==> config.mk <==
export PLATFORM = sky130hd
export DESIGN_NAME = hazard_unit_pipe_flat
export DESIGN_NICKNAME = d
export VERILOG_FILES = /design/src/rtl/hazard_unit_pipe_if.sv /design/src/rtl/hazard_unit_pipe.sv /design/src/flat_wrapper.sv
export SDC_FILE = /design/constraint.sdc
export NUM_CORES = 1
export LEC_CHECK = 0
export BUFFER_PORTS_ARGS = -buffer_cell sky130_fd_sc_hd__buf_4
export CAP_MARGIN = 20
export CORE_MARGIN = 3
export CORE_UTILIZATION = 25
export CTS_CLUSTER_SIZE = 14
export DETAILED_ROUTE_END_ITERATION = 10
export PLACE_DENSITY = 0.45
export SETUP_SLACK_MARGIN = 0.2
export SLEW_MARGIN = 15
export SYNTH_ARGS = -nofsm -noshare
export SYNTH_HDL_FRONTEND = slang
export SYNTH_SLANG_ARGS = --single-unit
==> constraint.sdc <==
create_clock -name clk -period 5.7 [get_ports clk]
set_input_delay 1.14 -clock clk [delete_from_list [all_inputs] [get_ports clk]]
set_output_delay 1.14 -clock clk [all_outputs]
set_load 0.005 [all_outputs]
==> src/rtl/hazard_unit_pipe_if.sv <==
// rtl/hazard_unit_pipe_if.sv - hazard unit signal bundle between datapath and controller
//
// Purpose: groups every pipeline-side signal of the hazard unit so the
// datapath (master) and the hazard controller (slave) connect with one port.
// Ports (master drives / slave drives):
//   master -> slave : rsD, rtD, useRsD, useRtD, mdUseD, rsE, rtE, waE,
//                     regWriteE, memReadE, mdStartE, branchTakenE,
//                     waM, regWriteM, waW, regWriteW, memBusy
//   slave -> master : fwdAD, fwdBD, fwdAE, fwdBE, stallF, stallD,
//                     flushD, flushE, freeze, mdBusy, stallCnt
interface hazard_unit_pipe_if #(
   parameter int AW    = 5,
   parameter int CNT_W = 32
);
   logic [AW-1:0]    rsD, rtD;
   logic             useRsD, useRtD, mdUseD;
   logic [AW-1:0]    rsE, rtE, waE;
   logic             regWriteE, memReadE, mdStartE, branchTakenE;
   logic [AW-1:0]    waM, waW;
   logic             regWriteM, regWriteW;
   logic             memBusy;
   logic [1:0]       fwdAD, fwdBD, fwdAE, fwdBE;
   logic             stallF, stallD, flushD, flushE, freeze, mdBusy;
   logic [CNT_W-1:0] stallCnt;

   modport master (
      output rsD, rtD, useRsD, useRtD, mdUseD, rsE, rtE, waE,
             regWriteE, memReadE, mdStartE, branchTakenE,
             waM, regWriteM, waW, regWriteW, memBusy,
      input  fwdAD, fwdBD, fwdAE, fwdBE, stallF, stallD,
             flushD, flushE, freeze, mdBusy, stallCnt
   );

   modport slave (
      input  rsD, rtD, useRsD, useRtD, mdUseD, rsE, rtE, waE,
             regWriteE, memReadE, mdStartE, branchTakenE,
             waM, regWriteM, waW, regWriteW, memBusy,
      output fwdAD, fwdBD, fwdAE, fwdBE, stallF, stallD,
             flushD, flushE, freeze, mdBusy, stallCnt
   );
endinterface

==> src/rtl/hazard_unit_pipe.sv <==
// rtl/hazard_unit_pipe.sv - 5-stage pipeline hazard controller with forwarding and md interlock
//
// Purpose: drives forwarding mux selects and pipeline-register stall/flush/
// freeze controls, tracks the in-flight multiply/divide and counts stall cycles.
// Ports:
//   clk   : clock
//   rst_n : synchronous active-low reset
//   hz    : hazard_unit_pipe_if.slave bundle (datapath inputs, control outputs)
// Parameters: AW register address width, MD_LAT mult/div latency (>=1),
//             CNT_W stall counter width (must match the interface).
module hazard_unit_pipe #(
   parameter int AW     = 5,
   parameter int MD_LAT = 32,
   parameter int CNT_W  = 32
) (
   input  logic               clk,
   input  logic               rst_n,
   hazard_unit_pipe_if.slave  hz
);
   localparam int             MDW     = $clog2(MD_LAT + 1);
   localparam logic [MDW-1:0] MD_LOAD = MDW'(MD_LAT);

   logic [MDW-1:0]   r_md_cnt;
   logic [CNT_W-1:0] r_stall_cnt;

   logic w_md_busy;
   logic w_load_use;
   logic w_md_haz;
   logic w_stall;
   logic w_flush_d;
   logic w_flush_e;
   logic w_freeze;

   // M wins over W; register 0 is hardwired so it is never forwarded.
   function automatic logic [1:0] fwd_sel(
      input logic [AW-1:0] src,
      input logic [AW-1:0] wa_m,
      input logic          we_m,
      input logic [AW-1:0] wa_w,
      input logic          we_w
   );
      if (we_m && (wa_m != '0) && (wa_m == src))
         return 2'b10;
      else if (we_w && (wa_w != '0) && (wa_w == src))
         return 2'b01;
      else
         return 2'b00;
   endfunction

   assign hz.fwdAD = fwd_sel(hz.rsD, hz.waM, hz.regWriteM, hz.waW, hz.regWriteW);
   assign hz.fwdBD = fwd_sel(hz.rtD, hz.waM, hz.regWriteM, hz.waW, hz.regWriteW);
   assign hz.fwdAE = fwd_sel(hz.rsE, hz.waM, hz.regWriteM, hz.waW, hz.regWriteW);
   assign hz.fwdBE = fwd_sel(hz.rtE, hz.waM, hz.regWriteM, hz.waW, hz.regWriteW);

   assign w_md_busy = (r_md_cnt != '0);

   always_comb begin
      w_load_use = hz.memReadE && hz.regWriteE && (hz.waE != '0) &&
                   ((hz.useRsD && (hz.waE == hz.rsD)) ||
                    (hz.useRtD && (hz.waE == hz.rtD)));
      w_md_haz   = hz.mdUseD && w_md_busy;
      w_stall    = 1'b0;
      w_flush_d  = 1'b0;
      w_flush_e  = 1'b0;
      w_freeze   = 1'b0;
      if (!rst_n) begin
         // Fill the pipe with bubbles while reset is held.
         w_flush_d = 1'b1;
         w_flush_e = 1'b1;
      end else if (hz.memBusy) begin
         w_freeze  = 1'b1;
      end else if (hz.branchTakenE) begin
         // The stalled D instruction is on the wrong path, so it is squashed
         // instead of waited for.
         w_flush_d = 1'b1;
         w_flush_e = 1'b1;
      end else if (w_load_use || w_md_haz) begin
         w_stall   = 1'b1;
         w_flush_e = 1'b1;
      end
   end

   assign hz.stallF   = w_stall;
   assign hz.stallD   = w_stall;
   assign hz.flushD   = w_flush_d;
   assign hz.flushE   = w_flush_e;
   assign hz.freeze   = w_freeze;
   assign hz.mdBusy   = w_md_busy;
   assign hz.stallCnt = r_stall_cnt;

   always_ff @(posedge clk) begin
      if (!rst_n) begin
         r_md_cnt    <= '0;
         r_stall_cnt <= '0;
      end else begin
         // A start issued under freeze never leaves E, so it must not load;
         // an operation already running keeps counting through the freeze.
         if (hz.mdStartE && !hz.memBusy)
            r_md_cnt <= MD_LOAD;
         else if (w_md_busy)
            r_md_cnt <= r_md_cnt - MDW'(1);

         if ((w_stall || w_freeze) && (r_stall_cnt != '1))
            r_stall_cnt <= r_stall_cnt + CNT_W'(1);
      end
   end
endmodule
==> src/flat_wrapper.sv <==
// flat-port wrapper written by rule: the top's interface ports become plain ports
module hazard_unit_pipe_flat 
#(
   parameter int AW     = 5,
   parameter int MD_LAT = 32,
   parameter int CNT_W  = 32
)
  (clk, rst_n, hz_rsD, hz_rtD, hz_useRsD, hz_useRtD, hz_mdUseD, hz_rsE, hz_rtE, hz_waE, hz_regWriteE, hz_memReadE, hz_mdStartE, hz_branchTakenE, hz_waM, hz_regWriteM, hz_waW, hz_regWriteW, hz_memBusy, hz_fwdAD, hz_fwdBD, hz_fwdAE, hz_fwdBE, hz_stallF, hz_stallD, hz_flushD, hz_flushE, hz_freeze, hz_mdBusy, hz_stallCnt);
  hazard_unit_pipe_if #(.AW(AW), .CNT_W(CNT_W)) hz_i ();
  input  logic clk;
  input  logic rst_n;
  input wire logic [$bits(hz_i.rsD)-1:0] hz_rsD;
  input wire logic [$bits(hz_i.rtD)-1:0] hz_rtD;
  input wire logic [$bits(hz_i.useRsD)-1:0] hz_useRsD;
  input wire logic [$bits(hz_i.useRtD)-1:0] hz_useRtD;
  input wire logic [$bits(hz_i.mdUseD)-1:0] hz_mdUseD;
  input wire logic [$bits(hz_i.rsE)-1:0] hz_rsE;
  input wire logic [$bits(hz_i.rtE)-1:0] hz_rtE;
  input wire logic [$bits(hz_i.waE)-1:0] hz_waE;
  input wire logic [$bits(hz_i.regWriteE)-1:0] hz_regWriteE;
  input wire logic [$bits(hz_i.memReadE)-1:0] hz_memReadE;
  input wire logic [$bits(hz_i.mdStartE)-1:0] hz_mdStartE;
  input wire logic [$bits(hz_i.branchTakenE)-1:0] hz_branchTakenE;
  input wire logic [$bits(hz_i.waM)-1:0] hz_waM;
  input wire logic [$bits(hz_i.regWriteM)-1:0] hz_regWriteM;
  input wire logic [$bits(hz_i.waW)-1:0] hz_waW;
  input wire logic [$bits(hz_i.regWriteW)-1:0] hz_regWriteW;
  input wire logic [$bits(hz_i.memBusy)-1:0] hz_memBusy;
  output wire logic [$bits(hz_i.fwdAD)-1:0] hz_fwdAD;
  output wire logic [$bits(hz_i.fwdBD)-1:0] hz_fwdBD;
  output wire logic [$bits(hz_i.fwdAE)-1:0] hz_fwdAE;
  output wire logic [$bits(hz_i.fwdBE)-1:0] hz_fwdBE;
  output wire logic [$bits(hz_i.stallF)-1:0] hz_stallF;
  output wire logic [$bits(hz_i.stallD)-1:0] hz_stallD;
  output wire logic [$bits(hz_i.flushD)-1:0] hz_flushD;
  output wire logic [$bits(hz_i.flushE)-1:0] hz_flushE;
  output wire logic [$bits(hz_i.freeze)-1:0] hz_freeze;
  output wire logic [$bits(hz_i.mdBusy)-1:0] hz_mdBusy;
  output wire logic [$bits(hz_i.stallCnt)-1:0] hz_stallCnt;
  assign hz_i.rsD = hz_rsD;
  assign hz_i.rtD = hz_rtD;
  assign hz_i.useRsD = hz_useRsD;
  assign hz_i.useRtD = hz_useRtD;
  assign hz_i.mdUseD = hz_mdUseD;
  assign hz_i.rsE = hz_rsE;
  assign hz_i.rtE = hz_rtE;
  assign hz_i.waE = hz_waE;
  assign hz_i.regWriteE = hz_regWriteE;
  assign hz_i.memReadE = hz_memReadE;
  assign hz_i.mdStartE = hz_mdStartE;
  assign hz_i.branchTakenE = hz_branchTakenE;
  assign hz_i.waM = hz_waM;
  assign hz_i.regWriteM = hz_regWriteM;
  assign hz_i.waW = hz_waW;
  assign hz_i.regWriteW = hz_regWriteW;
  assign hz_i.memBusy = hz_memBusy;
  assign hz_fwdAD = hz_i.fwdAD;
  assign hz_fwdBD = hz_i.fwdBD;
  assign hz_fwdAE = hz_i.fwdAE;
  assign hz_fwdBE = hz_i.fwdBE;
  assign hz_stallF = hz_i.stallF;
  assign hz_stallD = hz_i.stallD;
  assign hz_flushD = hz_i.flushD;
  assign hz_flushE = hz_i.flushE;
  assign hz_freeze = hz_i.freeze;
  assign hz_mdBusy = hz_i.mdBusy;
  assign hz_stallCnt = hz_i.stallCnt;
  hazard_unit_pipe #(.AW(AW), .MD_LAT(MD_LAT), .CNT_W(CNT_W)) u_core (.clk(clk), .rst_n(rst_n), .hz(hz_i));
endmodule
==> results of run 1 <==
==> final timing paths <==
kind	start	slack, ps	cells past startpoint	to
worst max-delay path	hz_waM[1]	1820	6	hz_fwdAD[0]
worst min-delay path	u_core.hz.stallCnt[12]$_SDFFE_PN0P_	490	2	u_core.hz.stallCnt[12]$_SDFFE_PN0P_
worst max register to register	u_core.r_md_cnt[2]$_SDFFE_PP0P_	2920	7	u_core.hz.stallCnt[23]$_SDFFE_PN0P_
worst min register to register	u_core.hz.stallCnt[12]$_SDFFE_PN0P_	490	2	u_core.hz.stallCnt[12]$_SDFFE_PN0P_
==> worst max-delay path, stage by stage <==
cell and delay (ps):
buf_4 140, or4_1 510, o21ai_1 310, nor4_1 130, nor4_1 330, buf_4 170
==> registers in the layout, indices dropped and copies added, names as in the netlist <==
name                flops
u_core.hz.stallCnt     32
u_core.r_md_cnt         6
==> layout by cell type, fill, tap and decap left out, drive strengths merged, types with 14 or more instances in the layout <==
| cell type | netlist | final |
|---|---|---|
| buf | 9 | 93 |
| dfxtp | 38 | 38 |
| nand2 | 30 | 30 |
| xor2 | 29 | 29 |
| xnor2 | 25 | 25 |
| nand3 | 16 | 16 |
| o21ai | 15 | 15 |
| a21oi | 15 | 15 |
| nand4 | 14 | 14 |
| or3 | 14 | 14 |
==> final cells by class <==
| cell class | instances | share of cell area |
|---|---|---|
| multi-input cells | 266 | 0.500 |
| flip-flops and latches | 38 | 0.215 |
| repair buffers | 93 | 0.197 |
| well taps | 136 | 0.0481 |
| clock buffers | 6 | 0.0234 |
| clock inverters | 1 | 0.00849 |
| inverters | 7 | 0.00743 |
==> where the power goes <==
group          internal [W]  switching, W
Sequential         0.000289     0.0000237
Combinational      0.000117      0.000127
Clock              0.000140     0.0000969
==> per-layer routing <==
layer | routed length (um) | track usage
met1 | 3700 | 0.177
met5 | 0 | 0
met2 | 4060 | 0.236
met4 | 47 | 0.0303
met3 | 458 | 0.0308
==> per-stage QoR <==
step | hold WS, ps | total power [W] | area, um2
detailed placement | 476 | 0.000563 | 3420
finish | 487 | 0.000794 | 3540
floorplan | 467 | 0.000475 | 2660
CTS | 488 | 0.000806 | 3540
global route | 513 | 0.000850 | 3540
global placement | 473 | 0.000563 | 3420
==> cells by family (layout without fill, tap and decap cells) <==
| kind of cell | Yosys count | count (layout) |
|---|---|---|
| AO/OA/AOI/OAI | 50 | 50 |
| XOR/XNOR | 54 | 54 |
| adder cells (fa/ha/maj) | 3 | 3 |
| buffers and inverters | 30 | 107 |
| flip-flops | 38 | 38 |
| multiplexers | 13 | 13 |
| AND/OR/NAND/NOR | 146 | 146 |
==> results.ini, run 1 <==
[finish]
multiInputGateArea_um2 = 1770
fillers = 1098
num_antenna_cells = 0
final_cell_count_no_fill = 547
nets = 461
drive_gt1_frac = 0.251
utilization = 0.343
regArea_um2 = 761
area_delta_synth_final_pct = 32.7

[yosys]
synth-xor-area-share = 0.178
synth_edf_count = 0
synth_top_family_by_area = simple AND/OR/NAND/NOR gates
yosys-mux-area-fraction = 0.0488
synth_fa_ha_area_frac = 0.0141
synth_top_area_share = 0.286
yosysTopAreaCell = dfxtp_1
synthCells = 334
yosys-top-cells-count = dfxtp_1, nand2_1, xor2_1
synthArstFlopShare = 0
ys_ff_latch = 38
synth_compound_area_frac = 0.115
seq_area_frac_synth = 0.286
syn_avg_cell_area_um2 = 7.98
syn-num-nets = 384
yosys_warnings = 0
yosys.area_share.simple = 0.307
synth_area_leaders = dfxtp_1, xor2_1, xnor2_1
post_synth_num_cell_types = 41
syn_area_um2 = 2660
synthMostInstantiatedCell = dfxtp_1
ys.flop_type = dfxtp_1

[cts]
clk_latency_ps = 290
clkSinkCount = 38
tritoncts = done
htreeDepth = 2
post_cts_buffers = 0
post_cts_resized = 0
cts_max_path_buffers = 2
numCtsBuffers = 5
clk_pin_slew_ps = 70
ctsHoldBuffers = 0
cts-root-buf = clkbuf_8

[placement]
pre_cts_slack_ps = 1820
dp_hpwl_um = 6290
placed_cells = 540
gp_congestion = 0.867
io_buffers = 92

[timing]
fin_crit_sh = 0.680
setup_slack_ps = 1820
min_period_ps = 3880
clock_skew_ps = 11.8
hold_viol_final = 0
rsz0062_at_grt = no
finalMaxSlewViolations = 0
setup_violations = 0
fmax_mhz = 258
slew_headroom = 0.345
worstMarginPinSlew_ps = 982
timing.setup.tns_ps = 0

[job]
maxCapViolCount = 0

[worst_setup_path]
end_kind = output port
critPathLaunchType = input port
crit_arrival_ps = 2740
cp_max_fo = 5
required_ps = 4560
path_class = in -> out

[global_routing]
antenna_found_initial = 0
grt_usage = 0.138
grt_pass1_vias = 2545
grt_pass1_wl_um = 13200
overflow = 0
grt_max_degree = 37

[route]
avgRoutedWirePerCell_um = 15.1
routed_wl_um = 8260
detail-route-antenna-nets = 0
vias = 2711
drtPass1Iterations = 6
first_iter_violations = 101
drc_errors = 0
via_per_inst = 4.96

[run_status]
status = finished, final reports clean

[power]
ir_drop_mv = 0.0833
p_per_area_nw_per_um2 = 224
total_leakage_power_nw = 1.32

[die]
pin_count = 93
start_util = 0.258
row_count = 37
dieArea_um2 = 11900
die-height_um = 109
fp.dieW_um = 109
core_area_um2 = 10300

[hold_path]
hold_path_class = reg -> reg

Note: power is estimated with default switching activity, not from simulation.
==> inputs of run 2 (changes only) <==
--- a/config.mk
+++ b/config.mk
@@ -5,13 +5,14 @@
 export SDC_FILE = /design/constraint.sdc
 export NUM_CORES = 1
 export LEC_CHECK = 0
+export ABC_AREA = 1
 export BUFFER_PORTS_ARGS = -buffer_cell sky130_fd_sc_hd__buf_4
 export CAP_MARGIN = 20
 export CORE_MARGIN = 3
 export CORE_UTILIZATION = 25
 export CTS_CLUSTER_SIZE = 14
 export DETAILED_ROUTE_END_ITERATION = 10
-export PLACE_DENSITY = 0.45
+export PLACE_DENSITY = 0.44
 export SETUP_SLACK_MARGIN = 0.2
 export SLEW_MARGIN = 15
 export SYNTH_ARGS = -nofsm -noshare
==> constraint.sdc (replaced) <==
create_clock -name clk -period 3.8 [get_ports clk]
set_input_delay 0.76 -clock clk [delete_from_list [all_inputs] [get_ports clk]]
set_output_delay 0.76 -clock clk [all_outputs]
set_load 0.005 [all_outputs]
==> run 2 against run 1 <==
  * Count of clock-buffer cells in the layout is 1 higher
  * Sequential power up 44%
  * Worst hold slack improved by 27 ps
  * Via count rose by 17%
  * Die area rose by 13%
  * Register-to-register slack got worse by 1200 ps
  * Cell count rose by 30%
  * Critical path type unchanged
  * Critical endpoint is now hz_fwdAE[0]
  * Highest routed layer unchanged
==> results.ini, run 2 <==
[yosys]
post_synth_num_cell_types = 29  ; -29%
synth_top_area_share = 0.251  ; -0.0351
ys_ff_latch = 38  ; unchanged
syn_avg_cell_area_um2 = 6.22  ; -22%
seq_area_frac_synth = 0.251  ; -0.0351
synth_area_leaders = dfxtp_1, nand2_1, nor2_1
synthMostInstantiatedCell = nand2_1
ys.flop_type = dfxtp_1
syn-num-nets = 538  ; +40%
yosys-top-cells-count = nand2_1, nor2_1, inv_1
synth_edf_count = 0  ; unchanged
syn_area_um2 = 3040  ; +14%
yosys_warnings = 0  ; unchanged
yosysTopAreaCell = dfxtp_1
synthCells = 488  ; +46%
synthArstFlopShare = 0  ; unchanged

[die]
fp.dieW_um = 116  ; +6.4%
dieArea_um2 = 13500  ; +13%
start_util = 0.260  ; +0.00235
core_area_um2 = 11700  ; +13%
die-height_um = 116  ; +6.4%
pin_count = 93  ; unchanged
row_count = 39  ; +5.4%

[route]
via_per_inst = 4.49  ; -9.4%
detail-route-antenna-nets = 0  ; unchanged
met3_length_um = 568  ; +24%
drt-met1-wl_um = 3930  ; +6.3%
avgRoutedWirePerCell_um = 12.3  ; -18%
met2_length_um = 4200  ; +3.3%
drc_errors = 0  ; unchanged
topRoutingLayerUsed = met4
drtPass1Iterations = 4  ; -2
vias = 3185  ; +17%
routed_wl_um = 8740  ; +5.8%
first_iter_violations = 163  ; +61%

[timing]
min_period_ps = 2750
hold_viol_final = 0  ; unchanged
finalMaxSlewViolations = 0  ; unchanged
worstMarginPinSlew_ps = 628  ; -355 ps
slew_headroom = 0.581  ; +0.236
fin_crit_sh = 0.723
timing.setup.tns_ps = 0  ; unchanged
setup_violations = 0  ; unchanged
fmax_mhz = 364
rsz0062_at_grt = no
clock_skew_ps = 4.12  ; -7.67 ps

[cts]
clk_latency_ps = 280  ; about the same
cts_max_path_buffers = 2  ; unchanged
cts-root-buf = clkbuf_16
clk_pin_slew_ps = 60  ; about the same
clkSinkCount = 38  ; unchanged
numCtsBuffers = 5  ; unchanged
post_cts_buffers = 0  ; unchanged
htreeDepth = 2  ; unchanged
tritoncts = done
ctsHoldBuffers = 0  ; unchanged
post_cts_resized = 0  ; unchanged

[global_routing]
grt_max_degree = 65  ; +76%
overflow = 0  ; unchanged
grt_pass1_vias = 3230  ; +27%
grt_usage = 0.134  ; -0.00424
grt_pass1_wl_um = 14900  ; +13%
antenna_found_initial = 0  ; unchanged

[finish]
final_cell_count_no_fill = 709  ; +30%
largest_reg_flops = 32  ; unchanged
area_delta_synth_final_pct = 28.8
num_antenna_cells = 0  ; unchanged
layout_commonest_cell = nand2_1
layout_common_cells = nand2_1, buf_4, nor2_1
utilization = 0.335  ; -0.00724
nets = 615  ; +33%
multiInputGateArea_um2 = 1900  ; +7.4%
design_area_um2 = 3910  ; +11%
fillers = 1300  ; +18%
regArea_um2 = 761  ; unchanged
drive_gt1_frac = 0.214  ; -0.0368

[worst_setup_path]
required_ps = 3040  ; -1520 ps
end_kind = output port
crit_arrival_ps = 1990  ; -750 ps
critPathLaunchType = input port
path_class = in -> out
cp_max_fo = 5  ; unchanged

[placement]
io_buffers = 92  ; unchanged
place_area_um2 = 3760  ; +9.9%
gp_congestion = 0.831  ; -4.1%
dp_hpwl_um = 6900  ; +9.7%
placed_cells = 701  ; +30%

[power]
ir_drop_mv = 0.147  ; +76%
total_leakage_power_nw = 1.87  ; +41%
total_power_w = 0.00122  ; +54%
p_per_area_nw_per_um2 = 313  ; +39%

[run_status]
status = finished, final reports clean

[job]
maxCapViolCount = 0  ; unchanged

[hold_path]
hold_path_class = reg -> reg

==> run 2: changes by cell type after synthesis, sizes merged, moves of 8 or more <==
cell and change:
nand3 +43, nor4 -8, or4 -10, inv +55
or3 -14, mux2i -13, nor2 +69, nand2b -9
o21ai -12, nand2 +78, a21oi +22
==> run 2: layer usage <==
layer  up-vias  track usage
met4         0       0.0232
met3         2       0.0337
met2        83        0.241
li1       1703            -
met5         -            0
met1      1397        0.163
==> run 2: power by group <==
| group | internal, W | total [W] | switching, W |
|---|---|---|---|
| Clock | 0.000260 | 0.000424 | 0.000163 |
| Sequential | 0.000426 | 0.000448 | 0.0000215 |
| Combinational | 0.000156 | 0.000351 | 0.000196 |
| Total | 0.000842 | 0.00122 | 0.000380 |
==> run 2: logic make-up after synthesis <==
| logic type | after synthesis | synth area share |
|---|---|---|
| simple gates | 276 | 0.410 |
| buf+inv | 84 | 0.124 |
| compound gates | 44 | 0.0787 |
| xor+xnor | 43 | 0.124 |
| flops | 38 | 0.251 |
| fa+ha+maj | 3 | 0.0124 |
==> run 2: final cells by class <==
type                       count  share of cell area
multi-input combinational    366               0.486
tap                          143              0.0458
clock inverter                 1             0.00128
sequential                    38               0.195
inverter                      62              0.0595
clock buffer                   7              0.0365
timing repair buffer          92               0.177
==> run 2: path summary, 6_finish.rpt <==
check	start	cells after the start	slack [ps]	endpoint
max reg2reg	u_core.hz.stallCnt[0]$_SDFFE_PN0P_	10	1720	u_core.hz.stallCnt[26]$_SDFFE_PN0P_
min	u_core.r_md_cnt[0]$_SDFFE_PP0P_	2	510	u_core.r_md_cnt[0]$_SDFFE_PP0P_
min reg2reg	u_core.r_md_cnt[0]$_SDFFE_PP0P_	2	510	u_core.r_md_cnt[0]$_SDFFE_PP0P_
max	hz_waM[0]	6	1050	hz_fwdAE[0]
==> run 2: through the flow <==
stage / hold slack (ps) / setup WS, ps
2_1_floorplan: 471 / 1260
3_3_place_gp: 494 / 1070
3_5_place_dp: 510 / 1050
4_1_cts: 520 / 1050
5_1_grt: 539 / 982
6_report: 515 / 1050
==> run 2: critical path: stages <==
cell and delay, ps:
buf_4 140, or2_2 300, o41ai_2 410, nor4_1 130
nor2_1 130, buf_4 120
==> inputs of run 3 (changes only) <==
==> constraint.sdc (replaced) <==
create_clock -name clk -period 2.6 [get_ports clk]
set_input_delay 0.52 -clock clk [delete_from_list [all_inputs] [get_ports clk]]
set_output_delay 0.52 -clock clk [all_outputs]
set_load 0.005 [all_outputs]
==> run 3 against run 2 <==
  * Register-to-register slack got worse by 1200 ps
  * Sequential share of layout area decreased by 0.16 points
  * Die area unchanged
  * Clock power increased by 37%
  * Cell area increased by 0.83%
  * Count of clock-buffer cells in the layout unchanged
  * Highest routed layer unchanged
  * Critical path depth unchanged
  * Global-route usage increased by 0.28 points
  * Cell count increased by 0.42%
  * Setup slack got worse by 730 ps
  * Flip-flop and latch count unchanged
==> results.ini, run 3 (synthesis results as in run 2) <==
[die]
fp.dieW_um = 116  ; unchanged
pin_count = 93  ; unchanged
row_count = 39  ; unchanged
core_area_um2 = 11700  ; unchanged
start_util = 0.260  ; unchanged
dieArea_um2 = 13500  ; unchanged
die-height_um = 116  ; unchanged

[worst_setup_path]
crit_arrival_ps = 1760  ; -230 ps
crit_chain = buf_4 -> or2_2 -> o41ai_2 -> nor4_1 -> nor2_1 -> buf_4
crit_path_top_delay_cell = o41ai_2
path_class = in -> out
path_common_cell = buf_4
end_kind = output port
crit_family = simple AND/OR/NAND/NOR gates
crit_buf_inv = 2  ; unchanged
required_ps = 2080  ; -960 ps
critPathLaunchType = input port
cp_slowest_stage_delay_ps = 410  ; about the same
cp_max_fo = 5  ; unchanged

[global_routing]
grt_usage = 0.136  ; +0.00281
grt_pass1_wl_um = 15000  ; +0.42%
antenna_found_initial = 0  ; unchanged
grt_max_degree = 31  ; -52%
grt_pass1_vias = 3115  ; -3.6%
overflow = 0  ; unchanged

[cts]
post_cts_resized = 0  ; unchanged
post_cts_buffers = 0  ; unchanged
htreeDepth = 2  ; unchanged
cts-root-buf = clkbuf_16
clkSinkCount = 38  ; unchanged
clk_latency_ps = 280  ; about the same
clk_pin_slew_ps = 50  ; about the same
ctsHoldBuffers = 0  ; unchanged
tritoncts = done
numCtsBuffers = 5  ; unchanged
cts_max_path_buffers = 2  ; unchanged

[placement]
place_area_um2 = 3800  ; +1.1%
dp_hpwl_um = 7200  ; +4.3%
io_buffers = 92  ; unchanged
gp_congestion = 0.851  ; +2.4%

[route]
avgRoutedWirePerCell_um = 12.6  ; +2.0%
first_iter_violations = 203  ; +25%
drc_errors = 0  ; unchanged
via_per_inst = 4.55  ; +1.3%
detail-route-antenna-nets = 0  ; unchanged
vias = 3241  ; +1.8%
drtPass1Iterations = 4  ; unchanged
routed_wl_um = 8960  ; +2.4%

[timing]
clock_skew_ps = 3.97  ; -0.156 ps
min_period_ps = 2280
hold_viol_final = 0  ; unchanged
slew_headroom = 0.671  ; +0.0896
timing.setup.tns_ps = 0  ; unchanged
setup_violations = 0  ; unchanged
worstMarginPinSlew_ps = 488  ; -140 ps
fin_crit_sh = 0.876
fmax_mhz = 439
rsz0062_at_grt = no
finalMaxSlewViolations = 0  ; unchanged

[finish]
layout_common_cells = nand2_1, buf_4, nor2_1
drive_gt1_frac = 0.218  ; +0.00415
design_area_um2 = 3940  ; +0.83%
area_delta_synth_final_pct = 29.8
layout_commonest_cell = nand2_1
largest_reg_flops = 32  ; unchanged
num_antenna_cells = 0  ; unchanged
nets = 619  ; +0.65%

[run_status]
status = finished, final reports clean

[power]
total_leakage_power_nw = 1.88  ; +0.87%
p_per_area_nw_per_um2 = 450  ; +44%
ir_drop_mv = 0.217  ; +48%

[hold_path]
hold_path_class = reg -> reg

[job]
maxCapViolCount = 0  ; unchanged

[run 3: path summary, 6_finish.rpt]
| path | startpoint | endpoint | slack, ps | depth (start not counted) |
|---|---|---|---|---|
| max reg2reg | u_core.hz.stallCnt[0]$_SDFFE_PN0P_ | u_core.hz.stallCnt[27]$_SDFFE_PN0P_ | 540 | 10 |
| min reg2reg | u_core.r_md_cnt[0]$_SDFFE_PP0P_ | u_core.r_md_cnt[0]$_SDFFE_PP0P_ | 510 | 2 |
| max | hz_waM[0] | hz_fwdBD[0] | 320 | 6 |
| min | u_core.r_md_cnt[0]$_SDFFE_PP0P_ | u_core.r_md_cnt[0]$_SDFFE_PP0P_ | 510 | 2 |
[run 3: per-layer routing]
layer | vias to the layer above | GRT usage | share of wire
li1 | 1708 | - | -
met1 | 1436 | 0.170 | 0.45
met2 | 91 | 0.237 | 0.46
met3 | 6 | 0.0352 | 0.072
met4 | 0 | 0.0302 | 0.011
met5 | - | 0 | 0
[run 3: worst reg2reg max path, cell delays in order (launching register included)]
cell and delay (ps):
dfxtp_1 460, ha_1 210, nand2_1 50, inv_1 140, nand3_2 140, nor2_4 150, nand3_2 280, nand3_1 260
nor2_1 80, a21oi_1 140, nor2_1 50
[run 3: area by class of cell]
cell class | instances | area [um2]
fillers | 1303 | 7720
inverters | 62 | 233
clock buffers | 7 | 133
repair buffers | 96 | 733
multi-input cells | 366 | 1900
flip-flops and latches | 38 | 761
well taps | 143 | 179
[run 3: power by group]
| group | internal (W) | switching [W] | leakage [nW] | total (W) |
|---|---|---|---|---|
| combinational | 0.000242 | 0.000293 | 1.51 | 0.000534 |
| clock | 0.000351 | 0.000232 | 0.0640 | 0.000583 |
| sequential | 0.000623 | 0.0000324 | 0.308 | 0.000655 |
| total | 0.00122 | 0.000557 | 1.88 | 0.00177 |
[run 3: stage by stage]
| stage | instances | setup slack [ps] | total power, W | util | hold WS (ps) |
|---|---|---|---|---|---|
| 2_1_floorplan | 488 | 540 | 0.00102 | - | 471 |
| 3_3_place_gp | 705 | 357 | 0.00120 | 0.326 | 493 |
| 3_5_place_dp | 705 | 325 | 0.00120 | 0.326 | 504 |
| 4_1_cts | 712 | 318 | 0.00180 | 0.338 | 517 |
| 5_1_grt | 712 | 240 | 0.00190 | 0.338 | 563 |
| 6_report | 712 | 322 | 0.00177 | 0.338 | 510 |
